**src/rtl/pdf_checker_pkg.sv**
```systemverilog
// Shared types and constants for the multi-channel PDF key checker.
// PDF_VERSION_CHECK_EN (see pdf_sig_match) narrows a match to versions 1.0..1.7.
package pdf_checker_pkg;

    typedef enum logic [1:0] {
        IDLE   = 2'd0,
        SEARCH = 2'd1,
        FOUND  = 2'd2
    } state_t;

    localparam int DEF_NUM_CH = 4;
    localparam int DEF_KEY_W  = 128;
    localparam int DEF_DATA_W = 64;
    localparam int DEF_SIG_W  = 56;
    localparam int DEF_CNT_W  = 48;

    // ASCII "%PDF-1."
    localparam logic [55:0] PDF_SIG = 56'h255044462D312E;

    localparam logic [7:0] VER_MIN = 8'h30;
    localparam logic [7:0] VER_MAX = 8'h37;

endpackage

```
**src/rtl/pdf_sig_match.sv**
```systemverilog
// Combinational header compare for one decrypted block.
// With PDF_VERSION_CHECK_EN defined the trailing byte must also be an ASCII digit '0'..'7'.
module pdf_sig_match
    import pdf_checker_pkg::*;
#(
    parameter int               DATA_W = DEF_DATA_W,
    parameter int               SIG_W  = DEF_SIG_W,
    parameter logic [SIG_W-1:0] SIG    = SIG_W'(PDF_SIG)
) (
    input  logic [DATA_W-1:0] data,
    output logic              match
);

    logic sig_ok;

    assign sig_ok = (data[DATA_W-1 -: SIG_W] == SIG);

`ifdef PDF_VERSION_CHECK_EN
    logic ver_ok;
    logic unused_low;

    assign ver_ok     = (data[7:0] >= VER_MIN) && (data[7:0] <= VER_MAX);
    assign match      = sig_ok & ver_ok;
    assign unused_low = ^data[DATA_W-SIG_W-1:0];
`else
    logic unused_low;

    assign match      = sig_ok;
    assign unused_low = ^data[DATA_W-SIG_W-1:0];
`endif

endmodule

```
**config.mk**
```make
export PLATFORM = sky130hd
export DESIGN_NAME = pdf_sig_match
export DESIGN_NICKNAME = d
export VERILOG_FILES = /design/src/rtl/pdf_checker_pkg.sv /design/src/rtl/pdf_sig_match.sv
export SDC_FILE = /design/constraint.sdc
export NUM_CORES = 1
export LEC_CHECK = 0
export BUFFER_PORTS_ARGS = -buffer_cell sky130_fd_sc_hd__clkbuf_2
export CAP_MARGIN = 25
export CORE_AREA = 2 2 39 41
export DETAILED_ROUTE_END_ITERATION = 8
export DIE_AREA = 0 0 41 43
export MAX_ROUTING_LAYER = met4
export PLACE_DENSITY = 0.78
export SLEW_MARGIN = 0
export SYNTH_ARGS = -nofsm -noshare
export SYNTH_HDL_FRONTEND = slang
export SYNTH_SLANG_ARGS = --single-unit
```
**constraint.sdc**
```tcl
create_clock -name vclk -period 1
set_input_delay 0.15 -clock vclk [all_inputs]
set_output_delay 0.15 -clock vclk [all_outputs]
set_load 0.05 [all_outputs]
```
==> results.toml, run 1 <==
[pwr]
power_uw = 151
power.internal_uw = 107
p_per_area_mw_per_mm2 = 269
power.share.switching_pct = 29.2
switchingPower_uw = 44.1
power_leakage_uw = 0.000313
combPwrFrac_pct = 100.0
p_clk_share_pct = 0
max-vdd-ir-drop_mv = 0.103
power_frac_seq_pct = 0

[critical_path]
worstPathArrival_ns = 1.19
crit_type = "input pin to primary output"
crit_required_ns = 0.85
end_kind = "primary output"
cp-start-kind = "input pin"
crit_fanout = 1

[floorplanning]
io_pins = 65
dieHeight_um = 43
rows = 14
core_region_area_sq_mm = 0.00138
initial_core_util_pct = 13.1
die-area_sq_mm = 0.00176
chipWidth_um = 41

[cells_and_area]
layout.nets = 142
clkbuf_count = 0
multi_input_area_sq_um = 233
fillers = 142
syn_to_final_growth_pct = 209
finish.instance_area_sq_um = 561
seq_cell_count = 0
seq_area_sq_um = 0
antenna-diode-count = 0
layout_common_cells = "clkbuf_2, nor4b_2, nand4_1"
drive_gt1_share_pct = 86.8
final_common_cell = "clkbuf_2"
final_cell_count_no_fill = 92

[placement]
gp_congestion = 0.667
io_buffers = 57
placed_cells = 92
placed_cell_area_sq_um = 495
hpwl_um = 780

[routing]
avgViaCountPerCell = 4.49
drtIter0Drc = 0
drc = 0
ant_nets = 0
wl_per_cell_um = 10.6
dr.pass1.iters = 1
routed-via-count = 413
wirelength_um = 975

[logic_synthesis]
yosysSeqAreaShare_pct = 0
yosysWarnings = 0
syn_inst = 19
syn_avg_cell_area_sq_um = 9.55
synth_top_area_share_pct = 24.8
syn-cell-area_sq_um = 181
synth_cell_types = 9
synth_nets = 83
synthTopCellsByArea = "nor4b_2, nor4bb_1, nor4b_1"
yosys.area.top_type = "nor4b_2"

[hold_path]
hold_path.class = "input pin to primary output"
hold_start = "data[33]"
hold_path_end = "match"
min_path_cells = 4

[sta]
slew_violations = 0
setup_viol = 1
post-route-worst-setup-slack_ns = -0.336
hold_viol_final = 0
max_freq_ghz = 0.748
grt_setup_unrepaired = "true"
tightest_slew_ns = 0.237
layout_min_cycle_time_ns = 1.34
relSlewSlack_pct = 83.9
finalCritPeriodShare_pct = 134

[job]
maxCapViolations = 0

[global_routing]
grt_max_degree = 2
antenna_found_initial = 0
grt_use_total_pct = 8.50
grt_pass1_vias = 329
grt_pass1_wl_um = 1090
overflow = 0

[clock_network]
cts_setup_buffers = 0
cts_hold_buffers = 0

[outcome]
outcome = "complete, but fails checks"
failed_checks = "setup timing"
cell type report:
| class | count | share of cell area [%] |
|---|---|---|
| Timing Repair Buffer | 57 | 54.9 |
| Multi-Input combinational cell | 19 | 41.5 |
| Tap cell | 16 | 3.57 |
power by group through the flow:
stage | registers (uW) | clock network [uW] | logic (uW)
2_1_floorplan | 0 | 0 | 21.9
3_3_place_gp | 0 | 0 | 125
3_5_place_dp | 0 | 0 | 128
4_1_cts | 0 | 0 | 128
5_1_grt | 0 | 0 | 166
6_report | 0 | 0 | 151
metal layers:
layer | GRT usage (%) | share of wire, % | up-vias
met5 | - | 0 | -
met4 | 0 | 0 | 0
met3 | 0 | 18 | 0
met2 | 18.1 | 55 | 39
met1 | 7.91 | 27 | 167
li1 | - | - | 207
through the flow:
| stage | hold slack (ns) | util [%] | setup WS, ns | setup TNS, ns |
|---|---|---|---|---|
| after global routing | 0.742 | 40.5 | -0.469 | -0.469 |
| after global placement | 0.789 | 35.8 | -0.433 | -0.433 |
| after detailed placement | 0.789 | 35.8 | -0.452 | -0.452 |
| final | 0.709 | 40.5 | -0.336 | -0.336 |
| after floorplan | 0.499 | - | -0.396 | -0.396 |
| after CTS | 0.732 | 36.4 | -0.377 | -0.377 |
what timing repair did:
item / in CTS / in global routing
pin swaps: 1 / 6
gates resized for setup: 2 / 10
endpoints found under the setup margin: 1 / 1
critical path, cell delays in order:
cell and delay, ns:
buf_6 0.10, nor4bb_4 0.27, nand4_1 0.18, nor4_4 0.31, buf_8 0.18
worst max path at each step:
| stage | startpoint | end | slack [ns] | depth (start not counted) |
|---|---|---|---|---|
| after global placement | data[15] | match | -0.43 | 5 |
| after floorplan | data[35] | match | -0.40 | 3 |
| after CTS | data[23] | match | -0.38 | 5 |
| after detailed placement | data[19] | match | -0.45 | 5 |
| after global routing | data[41] | match | -0.47 | 5 |
| final | data[57] | match | -0.34 | 5 |
cells in the mapped netlist, drive strengths merged:
cell type	number
nor4bb	4
and4b	1
nor2	1
and4bb	1
nor4	2
nor4b	6
nand4	4
cells by family (layout without fill, tap and decap cells):
group,Yosys count,after routing,share of synthesized area [%]
buffers and inverters,0,57,0
AND/OR/NAND/NOR,19,19,100
(Power assumes the default switching activity.)
==> run 2, diff against run 1 <==
SKIP_LAST_GASP = 1   (was unset)
==> run 2 against run 1 <==
  * Utilization unchanged
  * Flip-flop and latch count unchanged
  * Combinational power about the same
  * Via count unchanged
  * Final area unchanged
  * The run still ends with setup timing left
  * Die area unchanged
  * First-iteration DRC count unchanged
  * Hold slack unchanged
  * Setup slack unchanged
  * Critical path depth unchanged
  * Final cell count unchanged
  * Non-clock buffer count unchanged
==> results.toml, run 2 (synthesized netlist as in run 1, its figures left out) <==
[cells_and_area]
final_common_cell = "clkbuf_2"
seq_area_sq_um = 0
syn_to_final_growth_pct = 209
layout.nets = 142
drive_gt1_share_pct = 86.8
finish.instance_area_sq_um = 561
fillers = 143
layout_common_cells = "clkbuf_2, nor4b_2, nand4_1"
clkbuf_count = 0
final_cell_count_no_fill = 92
post-route-util_pct = 40.5
multi_input_area_sq_um = 233
antenna-diode-count = 0
seq_cell_count = 0

[routing]
wl_per_cell_um = 10.6
ant_nets = 0
wirelength_um = 976
drc = 0
drtIter0Drc = 0
routed-via-count = 413
avgViaCountPerCell = 4.49
dr.pass1.iters = 1

[critical_path]
cp_num_buf_inv = 2
cp_top_family = "simple AND/OR/NAND/NOR gates"
crit_type = "input pin to primary output"
end_kind = "primary output"
crit_chain = "buf_6 > nor4bb_4 > nand4_1 > nor4_4 > buf_8"
critPathMaxStageDelay_ns = 0.31
crit_fanout = 1
crit_required_ns = 0.85
slowest_stage = "nor4_4"
worstPathArrival_ns = 1.19
cp-start-kind = "input pin"

[placement]
io_buffers = 57
placed_cell_area_sq_um = 495
post-place-ws_ns = -0.452
placed_cells = 92
gp_congestion = 0.667
hpwl_um = 780

[global_routing]
overflow = 0
grt_use_total_pct = 8.50
grt_pass1_wl_um = 1090
antenna_found_initial = 0
grt_pass1_vias = 329
grt_max_degree = 2

[sta]
hold_viol_final = 0
finalCritPeriodShare_pct = 134
tightest_slew_ns = 0.237
setup_viol = 1
post-route-worst-setup-slack_ns = -0.336
max_freq_ghz = 0.748
whs_ns = 0.709
grt_setup_unrepaired = "true"
slew_violations = 0
layout_min_cycle_time_ns = 1.34
relSlewSlack_pct = 83.9

[pwr]
p_per_area_mw_per_mm2 = 270
power_leakage_uw = 0.000313
max-vdd-ir-drop_mv = 0.0903

[floorplanning]
rows = 14
io_pins = 65
dieHeight_um = 43
chipWidth_um = 41
die-area_sq_mm = 0.00176
initial_core_util_pct = 13.1
core_region_area_sq_mm = 0.00138

[job]
maxCapViolations = 0

[hold_path]
hold_start = "data[33]"
hold_path.class = "input pin to primary output"
hold_path_end = "match"
min_path_cells = 4

[outcome]
outcome = "complete, but fails checks"
failed_checks = "setup timing"
[run 2: cell counts in the layout (fill, tap and decap cells not counted)]
Identical to the previous run, type by type.
[run 2: per-layer routing]
metal | vias up | global-route usage [%] | wire [um]
met3 | 0 | 0 | 169
li1 | 207 | - | -
met4 | 0 | 0 | 0
met2 | 39 | 18.1 | 537
met1 | 167 | 7.91 | 268
met5 | - | - | 0
[run 2: worst max path at each step]
stage / from / endpoint / slack [ns] / cells after the start
detailed placement: data[19] / match / -0.45 / 5
global route: data[41] / match / -0.47 / 5
finish: data[57] / match / -0.34 / 5
CTS: data[19] / match / -0.38 / 5
global placement: data[15] / match / -0.43 / 5
floorplan: data[35] / match / -0.40 / 3
[run 2: area by class of cell]
class / count / area share (%)
Tap cell: 16 / 3.57
Multi-Input combinational cell: 19 / 41.5
Timing Repair Buffer: 57 / 54.9
[run 2: what timing repair did]
| item | in CTS | in global routing |
|---|---|---|
| resized for setup | 2 | 10 |
| setup endpoints to repair | 1 | 1 |
| buffers inserted | 0 | 0 |
| hold endpoints to repair | 0 | 0 |
| gates cloned | 0 | 0 |
| hold buffers | 0 | 0 |
| pin swaps | 0 | 6 |
[run 2: report_power, final]
| part | internal, uW | total (uW) | switching (uW) |
|---|---|---|---|
| Clock | 0 | 0 | 0 |
| Combinational | 107 | 151 | 44.3 |
| Sequential | 0 | 0 | 0 |
| Total | 107 | 151 | 44.3 |
[run 2: metrics by stage]
step,power (uW),TNS (ns)
6_report,151,-0.336
2_1_floorplan,21.9,-0.396
3_5_place_dp,128,-0.452
4_1_cts,128,-0.378
3_3_place_gp,125,-0.433
5_1_grt,166,-0.469
==> run 3, diff against run 2 <==
clock period = 1.6 ns   (was 1 ns; I/O delays follow)
==> run 3 against run 2 <==
  * The flow now finishes without violations
  * Setup slack improved by 0.38 ns
  * Critical path type unchanged
  * Largest cell class unchanged
  * Final cell count stayed put
  * Clock-buffer cell count is the same
  * Flip-flop and latch count stayed put
  * Via count increased by 1.5%
  * Die area unchanged
  * Hold slack improved by 0.18 ns
  * First-iteration DRC count unchanged
==> results.toml, run 3 (synthesized netlist as in run 1, its figures left out) <==
[routing]
routed-via-count = 419
avgViaCountPerCell = 4.55
dr.pass1.iters = 1
wl_per_cell_um = 9.39
drc = 0
drtIter0Drc = 0
wirelength_um = 864
ant_nets = 0

[pwr]
switchingPower_uw = 24.1
p_per_area_mw_per_mm2 = 160
power.share.switching_pct = 28.1
combPwrFrac_pct = 100.0
power_frac_seq_pct = 0
power_uw = 85.7
max-vdd-ir-drop_mv = 0.0429
p_clk_share_pct = 0
power.internal_uw = 61.6
power_leakage_uw = 0.000296

[floorplanning]
io_pins = 65
chipWidth_um = 41
initial_core_util_pct = 13.1
core_region_area_sq_mm = 0.00138
dieHeight_um = 43
rows = 14
die-area_sq_mm = 0.00176

[critical_path]
end_kind = "primary output"
crit_type = "input pin to primary output"
crit_required_ns = 1.36
crit_fanout = 1
cp-start-kind = "input pin"
worstPathArrival_ns = 1.32

[global_routing]
grt_pass1_vias = 377
antenna_found_initial = 0
grt_max_degree = 2
overflow = 0
grt_pass1_wl_um = 1180
grt_use_total_pct = 9.31

[hold_path]
hold_path.class = "input pin to primary output"

[sta]
slew_violations = 0
hold_viol_final = 0
setup_viol = 0
finalCritPeriodShare_pct = 97.5
layout_min_cycle_time_ns = 1.56
max_freq_ghz = 0.641
tightest_slew_ns = 0.259
grt_setup_unrepaired = "true"
relSlewSlack_pct = 82.5

[placement]
io_buffers = 57
hpwl_um = 821
placed_cell_area_sq_um = 495
gp_congestion = 0.695

[cells_and_area]
syn_to_final_growth_pct = 195
clkbuf_count = 0
finish.instance_area_sq_um = 536
fillers = 145
seq_cell_count = 0
layout.nets = 142
antenna-diode-count = 0
layout_common_cells = "clkbuf_2, nor4b_2, nand4_1"
final_common_cell = "clkbuf_2"
drive_gt1_share_pct = 88.2
seq_area_sq_um = 0

[job]
maxCapViolations = 0

[outcome]
outcome = "complete, no violations"
run 3: cell count changes in the layout (fill, tap and decap cells not counted), sizes merged:
cell and delta:
clkbuf +3, buf -3
run 3: power groups by stage:
stage / Sequential [uW] / Combinational [uW] / Clock (uW)
6_report: 0 / 85.7 / 0
5_1_grt: 0 / 95.5 / 0
3_3_place_gp: 0 / 77.8 / 0
2_1_floorplan: 0 / 13.7 / 0
4_1_cts: 0 / 81.7 / 0
3_5_place_dp: 0 / 80.3 / 0
run 3: final timing paths:
check / slack, ns / depth (start not counted) / to / start
hold / removal: 0.89 / 4 / match / data[26]
setup / recovery: 0.04 / 5 / match / data[55]
run 3: cell type report:
class | count | area, sq um | area share (%)
multi-input combinational | 19 | 221 | 41.4
tap | 16 | 20.0 | 3.74
timing repair buffer | 57 | 294 | 54.9
run 3: worst max-delay path, stage by stage:
cell and delay (ns):
clkbuf_2 0.08, nor4bb_1 0.29, nand4_1 0.19, nor4_4 0.30, clkbuf_8 0.22
run 3: per-stage QoR:
stage / worst slack (ns) / utilization [%] / cells / TNS [ns] / hold slack [ns]
finish: 0.0394 / 38.7 / 92 / 0 / 0.890
global route: -0.0352 / 38.7 / 92 / -0.0352 / 0.909
CTS: 0.0151 / 36.9 / 92 / 0 / 0.901
detailed placement: -0.0731 / 35.8 / 92 / -0.0731 / 0.956
global placement: -0.0227 / 35.8 / 92 / -0.0227 / 0.965
floorplan: 0.0243 / - / 19 / 0 / 0.679
run 3: per-layer routing:
| layer | track usage (%) | up-vias | wire length [um] |
|---|---|---|---|
| li1 | - | 207 | - |
| met1 | 7.59 | 173 | 214 |
| met2 | 20.9 | 39 | 477 |
| met3 | 0 | 0 | 172 |
| met4 | 0 | 0 | 0 |
| met5 | - | - | 0 |
run 3: what timing repair did:
action,in CTS,in global routing
endpoints found under the hold margin,0,0
resized for setup,3,4
setup endpoints to repair,1,1
hold buffers,0,0
pin swaps,3,2
setup buffers,0,0
